<file path="config.mk">
export PLATFORM = sky130hd
export DESIGN_NAME = exec_unit_sequencer
export DESIGN_NICKNAME = d
export VERILOG_FILES = /design/src/rtl/exec_unit_sequencer.sv
export SDC_FILE = /design/constraint.sdc
export NUM_CORES = 1
export LEC_CHECK = 0
export BUFFER_PORTS_ARGS = -buffer_cell sky130_fd_sc_hd__buf_2
export CAP_MARGIN = 25
export CORE_AREA = 2 2 56 45
export CTS_BUF_LIST = sky130_fd_sc_hd__clkbuf_4 sky130_fd_sc_hd__clkbuf_8
export DETAILED_ROUTE_END_ITERATION = 16
export DIE_AREA = 0 0 58 47
export PLACE_DENSITY = 0.77
export SLEW_MARGIN = 20
export SYNTH_ARGS = -nofsm -noshare
export SYNTH_HDL_FRONTEND = slang
export SYNTH_SLANG_ARGS = --single-unit
</file>
<file path="constraint.sdc">
create_clock -name clk -period 3.4 [get_ports clk]
set_input_delay 0.68 -clock clk [delete_from_list [all_inputs] [get_ports clk]]
set_output_delay 0.68 -clock clk [all_outputs]
set_load 0.05 [all_outputs]
</file>
<file path="src/rtl/exec_unit_sequencer.sv">
// exec_unit_sequencer
//   Issue/completion sequencer for NUM_UNITS multi-cycle execution units.
//   Only one operation is in flight at a time. The sequencer supports per-op
//   timeout, abort, illegal-select detection and last-op latency capture.
//   All outputs are registered.
//
// Ports:
//   clk, reset      - clock; synchronous active-high reset
//   start           - single-cycle issue request (sampled with unit_sel/op)
//   unit_sel, op    - target unit index and operation code
//   abort           - cancel the in-flight operation
//   unit_ready      - per-unit completion strobe
//   unit_valid      - one-hot request to the selected unit, held while busy
//   unit_op         - latched operation code
//   busy            - operation in flight
//   done            - one-cycle completion pulse
//   timeout_err     - one-cycle pulse, operation abandoned after timeout
//   illegal_sel     - one-cycle pulse, start with unit_sel >= NUM_UNITS
//   last_latency    - WAIT cycles of the last completed operation (saturating)
module exec_unit_sequencer #(
    parameter int unsigned NUM_UNITS      = 2,
    parameter int unsigned SEL_WIDTH      = 1,
    parameter int unsigned OP_WIDTH       = 3,
    parameter int unsigned TIMEOUT_CYCLES = 64,
    parameter int unsigned CNT_WIDTH      = 8
) (
    input  logic                 clk,
    input  logic                 reset,
    input  logic                 start,
    input  logic [SEL_WIDTH-1:0] unit_sel,
    input  logic [OP_WIDTH-1:0]  op,
    input  logic                 abort,
    input  logic [NUM_UNITS-1:0] unit_ready,
    output logic [NUM_UNITS-1:0] unit_valid,
    output logic [OP_WIDTH-1:0]  unit_op,
    output logic                 busy,
    output logic                 done,
    output logic                 timeout_err,
    output logic                 illegal_sel,
    output logic [CNT_WIDTH-1:0] last_latency
);

    typedef enum logic {
        IDLE = 1'b0,
        WAIT = 1'b1
    } state_t;

    localparam logic [CNT_WIDTH-1:0] CNT_MAX = '1;

    state_t                 state, state_d;
    logic [NUM_UNITS-1:0]   valid_d;
    logic [OP_WIDTH-1:0]    op_d;
    logic                   busy_d, done_d, timeout_d, illegal_d;
    logic [CNT_WIDTH-1:0]   latency_d;
    logic [CNT_WIDTH-1:0]   cnt, cnt_d;

    logic                   sel_ok;
    logic [NUM_UNITS-1:0]   sel_onehot;
    logic                   ready_hit;
    logic                   timeout_hit;

    assign sel_ok      = (32'(unit_sel) < NUM_UNITS);
    assign sel_onehot  = NUM_UNITS'(1) << unit_sel;
    // unit_valid is one-hot at the latched index in WAIT, so masking with it
    // selects the ready strobe of the active unit without a variable index.
    assign ready_hit   = |(unit_ready & unit_valid);
    assign timeout_hit = (TIMEOUT_CYCLES != 0) && (32'(cnt) == TIMEOUT_CYCLES);

    always_comb begin
        state_d   = state;
        valid_d   = unit_valid;
        op_d      = unit_op;
        busy_d    = busy;
        done_d    = 1'b0;
        timeout_d = 1'b0;
        illegal_d = 1'b0;
        latency_d = last_latency;
        cnt_d     = cnt;

        case (state)
            IDLE: begin
                if (start) begin
                    if (sel_ok) begin
                        state_d = WAIT;
                        valid_d = sel_onehot;
                        op_d    = op;
                        busy_d  = 1'b1;
                        // Counter is cleared and pre-incremented so it
                        // reads 1 during the first WAIT cycle.
                        cnt_d   = CNT_WIDTH'(1);
                    end else begin
                        illegal_d = 1'b1;
                    end
                end
            end
            WAIT: begin
                cnt_d = (cnt == CNT_MAX) ? cnt : cnt + 1'b1;
                // ready wins over abort, abort wins over timeout
                if (ready_hit) begin
                    state_d   = IDLE;
                    valid_d   = '0;
                    busy_d    = 1'b0;
                    done_d    = 1'b1;
                    latency_d = cnt;
                end else if (abort) begin
                    state_d = IDLE;
                    valid_d = '0;
                    busy_d  = 1'b0;
                end else if (timeout_hit) begin
                    state_d   = IDLE;
                    valid_d   = '0;
                    busy_d    = 1'b0;
                    timeout_d = 1'b1;
                end
            end
            default: begin
                state_d = IDLE;
                valid_d = '0;
                busy_d  = 1'b0;
            end
        endcase
    end

    always_ff @(posedge clk) begin
        if (reset) begin
            state        <= IDLE;
            unit_valid   <= '0;
            unit_op      <= '0;
            busy         <= 1'b0;
            done         <= 1'b0;
            timeout_err  <= 1'b0;
            illegal_sel  <= 1'b0;
            last_latency <= '0;
            cnt          <= '0;
        end else begin
            state        <= state_d;
            unit_valid   <= valid_d;
            unit_op      <= op_d;
            busy         <= busy_d;
            done         <= done_d;
            timeout_err  <= timeout_d;
            illegal_sel  <= illegal_d;
            last_latency <= latency_d;
            cnt          <= cnt_d;
        end
    end

endmodule

</file>
# After elaboration in Yosys (flattened, before gate mapping)

Cells that the tools add are included.

Input bits: 10
Logic and storage cells: 44
Output and inout port bits: 17
Flip-flop bits (word level): 25

Reduce and logical (&&, ||, !) cells: 7
Add/subtract/negate cells: 1
Shifts and indexed selects: 1
Bitwise gates (word level): 2
Mux-type cells: 20
Eq/ne operators: 5

Operators with widths:

| cell                  | count |
|---|---|
| $mux W8               | 2 |
| $pmux W8 S2           | 1 |
| $mux W1               | 10 |
| $add A8 B1 Y8 const B | 1 |
| $eq A8 B7 Y1 const B  | 1 |
| $eq A8 B8 Y1 const B  | 1 |
| $mux W2               | 4 |
| $reduce_and A2 Y1     | 4 |
| $reduce_or A5 Y1      | 1 |
| $ne A2 B2 Y1 const B  | 2 |
| $ne A4 B2 Y1 const B  | 1 |
| $pmux W1 S2           | 2 |
| $pmux W2 S2           | 1 |
| $reduce_or A2 Y1      | 2 |
| $and A2 B2 Y2         | 1 |
| $shl A1 B1 Y2 const A | 1 |
| $not A1 Y1            | 1 |

# Depth between registers and ports, before layout

Depth after elaboration: 5
Depth in mapped cells: 6
Gate-level depth less buffers: 6

# Worst setup path after synthesis

OpenSTA, ideal clock, no wires.

Kind: input to register
Start: input port unit_ready[0]
End: register busy
Setup slack: 1.759 ns
Stages on the path: 4
Path buffers: 0
Required time: 3.330 ns
Arrival time: 1.571 ns
Library setup time: 0.070 ns
Cell sequence: a22o_1 -> or4_4 -> nor2b_4 -> o2bb2ai_1

Cells in the longest elaborated chain, start to end: 4
Elaborated cells on any way between the ends: 6
Classes of those cells: 1 x eq/ne; 2 x mux; 1 x bitwise; 2 x reduce/logical

RTL lines:

| what                                                              | line | text |
|---|---|---|
| start, declared                                                   | 33   | `input logic [NUM_UNITS-1:0] unit_ready,` |
| $and A2 B2 Y2 *                                                   | 66   | `assign ready_hit = \|(unit_ready & unit_valid);` |
| $reduce_or A2 Y1 *                                                | 66   |  |
| $ne A4 B2 Y1 (no source line) or $mux W1 (tied branches)          | --   |  |
| $reduce_and A2 Y1 (no source line) or $pmux W1 S2 (tied branches) | --   |  |
| end signal, assigned                                              | 139  | `busy <= busy_d;` |
| end, declared                                                     | 36   | `output logic busy,` |

Every way passes the cells marked *; elsewhere a longest branch is shown, timed or not.
A chain may end at the register's enable or synchronous reset.

# Final worst setup path

Start: register unit_valid[0]
End: output port unit_valid[0]

RTL lines:

| what                   | line | text |
|---|---|---|
| start, declared        | 34   | `output logic [NUM_UNITS-1:0] unit_valid,` |
| start signal, assigned | 137  | `unit_valid <= valid_d;` |

No word-level cell between the ends.

==> flow_summary_export.csv <==
group,metric,value,unit
power_and_ir_drop,switching_share,0.284,
worst_setup_path,crit_type,"reg -> out",
sta,rsz0062_at_grt,"no",
power_and_ir_drop,pwr-share-comb,0.142,
place,postPlaceCellArea,0.00122,mm²
sta,slew_violations,0,
cells_and_area,finalNetCount,161,
cells_and_area,layout-drive-gt1-share,0.250,
sta,period_needed,1.70,ns
yosys,synth-warning-count,0,
job,drv_cap,0,
worst_setup_path,crit_chain,"buf_2",
worst_setup_path,ff2ff_setup_slack,1.72,ns
sta,max_clock_freq,0.589,GHz
grt,antenna_found_initial,0,
yosys,synth_edf_count,0,
floorplanning,start_util,0.504,
grt,grt_use_met2,0.316,
route,drt-total-wl,2.29,mm
power_and_ir_drop,p_per_area,414,mW/mm²
place,placement.io_buffers,25,
power_and_ir_drop,p_int,0.370,mW
route,dr.first_iter.drc_count,51,
hold_path,hold_depth,2,
floorplanning,boundaryPins,27,
worst_setup_path,crit_slowest_cell,"dfxtp_1",
hold_path,whs_endpoint,"last_latency[0]$_SDFFE_PP0P_",
power_and_ir_drop,leakagePower,0.502,nW
worst_setup_path,reg2reg_depth,3,
yosys,yosys.area.top_type,"dfxtp_1",
worst_setup_path,start_kind,"flop",
route,post_drt_wl_per_cell,13.3,µm
route,drtPass1Iterations,4,
worst_setup_path,r2r_end,"cnt[7]$_SDFFE_PP0P_",
worst_setup_path,critPathMaxStageDelay,0.41,ns
hold_path,hp-class,"reg -> reg",
floorplanning,num_rows,15,
worst_setup_path,cp.required,2.72,ns
power_and_ir_drop,peakVddDrop,0.264,mV
run_status,status,"completed",
grt,top_usage_layer,"met2",
power_and_ir_drop,clock_power_share,0.258,
yosys,ys_seq_elements,25,
worst_setup_path,cp.arrival,1.02,ns
place,hpwl,1.75,mm
sta,finalSetupTns,0,ns
sta,relSlewSlack,0.513,
floorplanning,dieHeight,47,µm
clock_tree,cts_resized,0,
route,avgViaCountPerCell,5.67,
yosys,avgSynthCellArea,8.71,µm²
power_and_ir_drop,power_switching,0.147,mW
floorplanning,die_w,58,µm
hold_path,min_from,"last_latency[0]$_SDFFE_PP0P_",
place,globalplace.congestion,0.887,
clock_tree,h-tree-depth,1,
yosys,postSynth.asyncResetShare,0,
worst_setup_path,crit_family,"flip-flops",
sta,tightest_slew,0.729,ns
yosys,netlist_area,0.00110,mm²
cells_and_area,area_growth,13.8,%
grt,grt_pass1_vias,866,
clock_tree,tritoncts,"done",
yosys,netlist.area_leader.share,0.456,
route,drtAntennaViolNets,0,
yosys,syn_nets,138,
yosys,synth.distinct_cells,37,
clock_tree,cts_root_buf,"clkbuf_4",
worst_setup_path,critPathBufInv,1,
route,drcViolationCount,0,
route,dr_total_vias,981,
grt,gr-usage-all-layers,0.190,
grt,met1_usage,0.245,
grt,grt_max_degree,24,
clock_tree,cts_buffers,3,
worst_setup_path,endpoint_kind,"output port",
yosys,yosys-top-cells-area,"dfxtp_1 (46%), nand3_1 (5.9%), nand2_1 (5.1%)",
grt,grt_overflow_total,0,
floorplanning,die_area,0.00273,mm²
clock_tree,clk_latency,0.32,ns
grt,use_met3,0.0606,
clock_tree,clkSinkCount,25,
yosys,ys_seq_area_frac,0.456,
cells_and_area,antennaDiodeCount,0,
worst_setup_path,r2r-start,"state$_SDFF_PP0_",
clock_tree,cts_buffer_depth,2,
grt,grt_pass1_wl,3.92,mm
sta,skew,0.00161,ns
worst_setup_path,crit_cells,1,
worst_setup_path,cp_max_fo,4,
clock_tree,cts_hold_buf,0,
sta,hold_viol,0,
yosys,synthCells,126,
clock_tree,clk_pin_slew_worst_paths,0.13,ns
clock_tree,post_cts_buffers,0,
cells_and_area,post-route-cell-area,0.00125,mm²
sta,post-route-period-util,0.499,
floorplanning,core,0.00218,mm²
sta,setup_viol,0,
power_and_ir_drop,seqPwrFrac,0.600,
cells_and_area,layout_common_cells,"dfxtp_1 (25), buf_2 (25), nand2_1 (15)",
yosys,synthFlopType,"dfxtp_1",
[final cells by class]
cell class / instances / area [µm²]
clock buffer: 3 / 22.5
clock inverter: 1 / 7.51
fill: 199 / 928
inverter: 4 / 15.0
multi-input combinational: 90 / 547
sequential: 25 / 500
tap: 25 / 31.3
timing repair buffer: 25 / 125
[flip-flops by register name (all words and copies together) (netlist names)]
signal and cells:
busy 1, cnt 8, done 1, last_latency 8, state 1, timeout_err 1
unit_op 3, unit_valid 2
[through the flow]
stage	utilization	worst slack (ns)	std cells	hold WS [ns]	total power, mW
6_report	0.574	1.70	173	0.460	0.517
5_1_grt	0.574	1.55	173	0.487	0.542
4_1_cts	0.574	1.69	173	0.463	0.525
3_5_place_dp	0.560	1.42	169	0.444	0.389
3_3_place_gp	0.560	1.45	169	0.445	0.388
2_1_floorplan	-	1.76	126	0.478	0.373
[layer usage]
| metal | routed length (µm) | up-vias |
|---|---|---|
| li1 | - | 489 |
| met1 | 1100 | 463 |
| met2 | 1040 | 27 |
| met3 | 135 | 2 |
| met4 | 14 | 0 |
| met5 | 0 | - |
[worst max-delay path by stage]
stage | from | to | slack, ns
after floorplan | unit_ready[0] | busy$_SDFFE_PP0P_ | 1.76
after global placement | start | cnt[7]$_SDFFE_PP0P_ | 1.45
after detailed placement | start | cnt[7]$_SDFFE_PP0P_ | 1.42
after CTS | unit_valid[0]$_SDFFE_PP0P_ | unit_valid[0] | 1.69
after global routing | state$_SDFF_PP0_ | cnt[7]$_SDFFE_PP0P_ | 1.55
final | unit_valid[0]$_SDFFE_PP0P_ | unit_valid[0] | 1.70
[synthesized netlist by cell type (2+ instances only)]
cell type / n
dfxtp_1: 25
nand2_1: 15
nand3_1: 13
nor2_1: 13
a21oi_1: 10
mux2i_1: 4
nor3_1: 4
buf_2: 3
inv_1: 3
o21ai_0: 3
a22o_1: 2
a41oi_1: 2
and3_1: 2
ha_1: 2
o2bb2ai_1: 2
or2_2: 2
[cells by family (layout without fill, tap and decap cells)]
logic type                 count (synthesis)  count (layout)  synth area share
and+or+nand+nor                           56              56             0.251
DFF                                       25              25             0.456
buffers and inverters                     11              33            0.0456
AOI/OAI and AO/OA                         27              27             0.185
muxes                                      4               4            0.0365
other                                      1               1           0.00342
adders and majority gates                  2               2            0.0228
[power groups by stage]
| stage | registers, mW | clock network, mW | logic (mW) |
|---|---|---|---|
| after global routing | 0.312 | 0.150 | 0.0797 |
| after detailed placement | 0.317 | 0 | 0.0726 |
| after CTS | 0.310 | 0.142 | 0.0730 |
| after floorplan | 0.332 | 0 | 0.0408 |
| after global placement | 0.316 | 0 | 0.0715 |
| final | 0.310 | 0.134 | 0.0734 |
(Power assumes the default switching activity.)
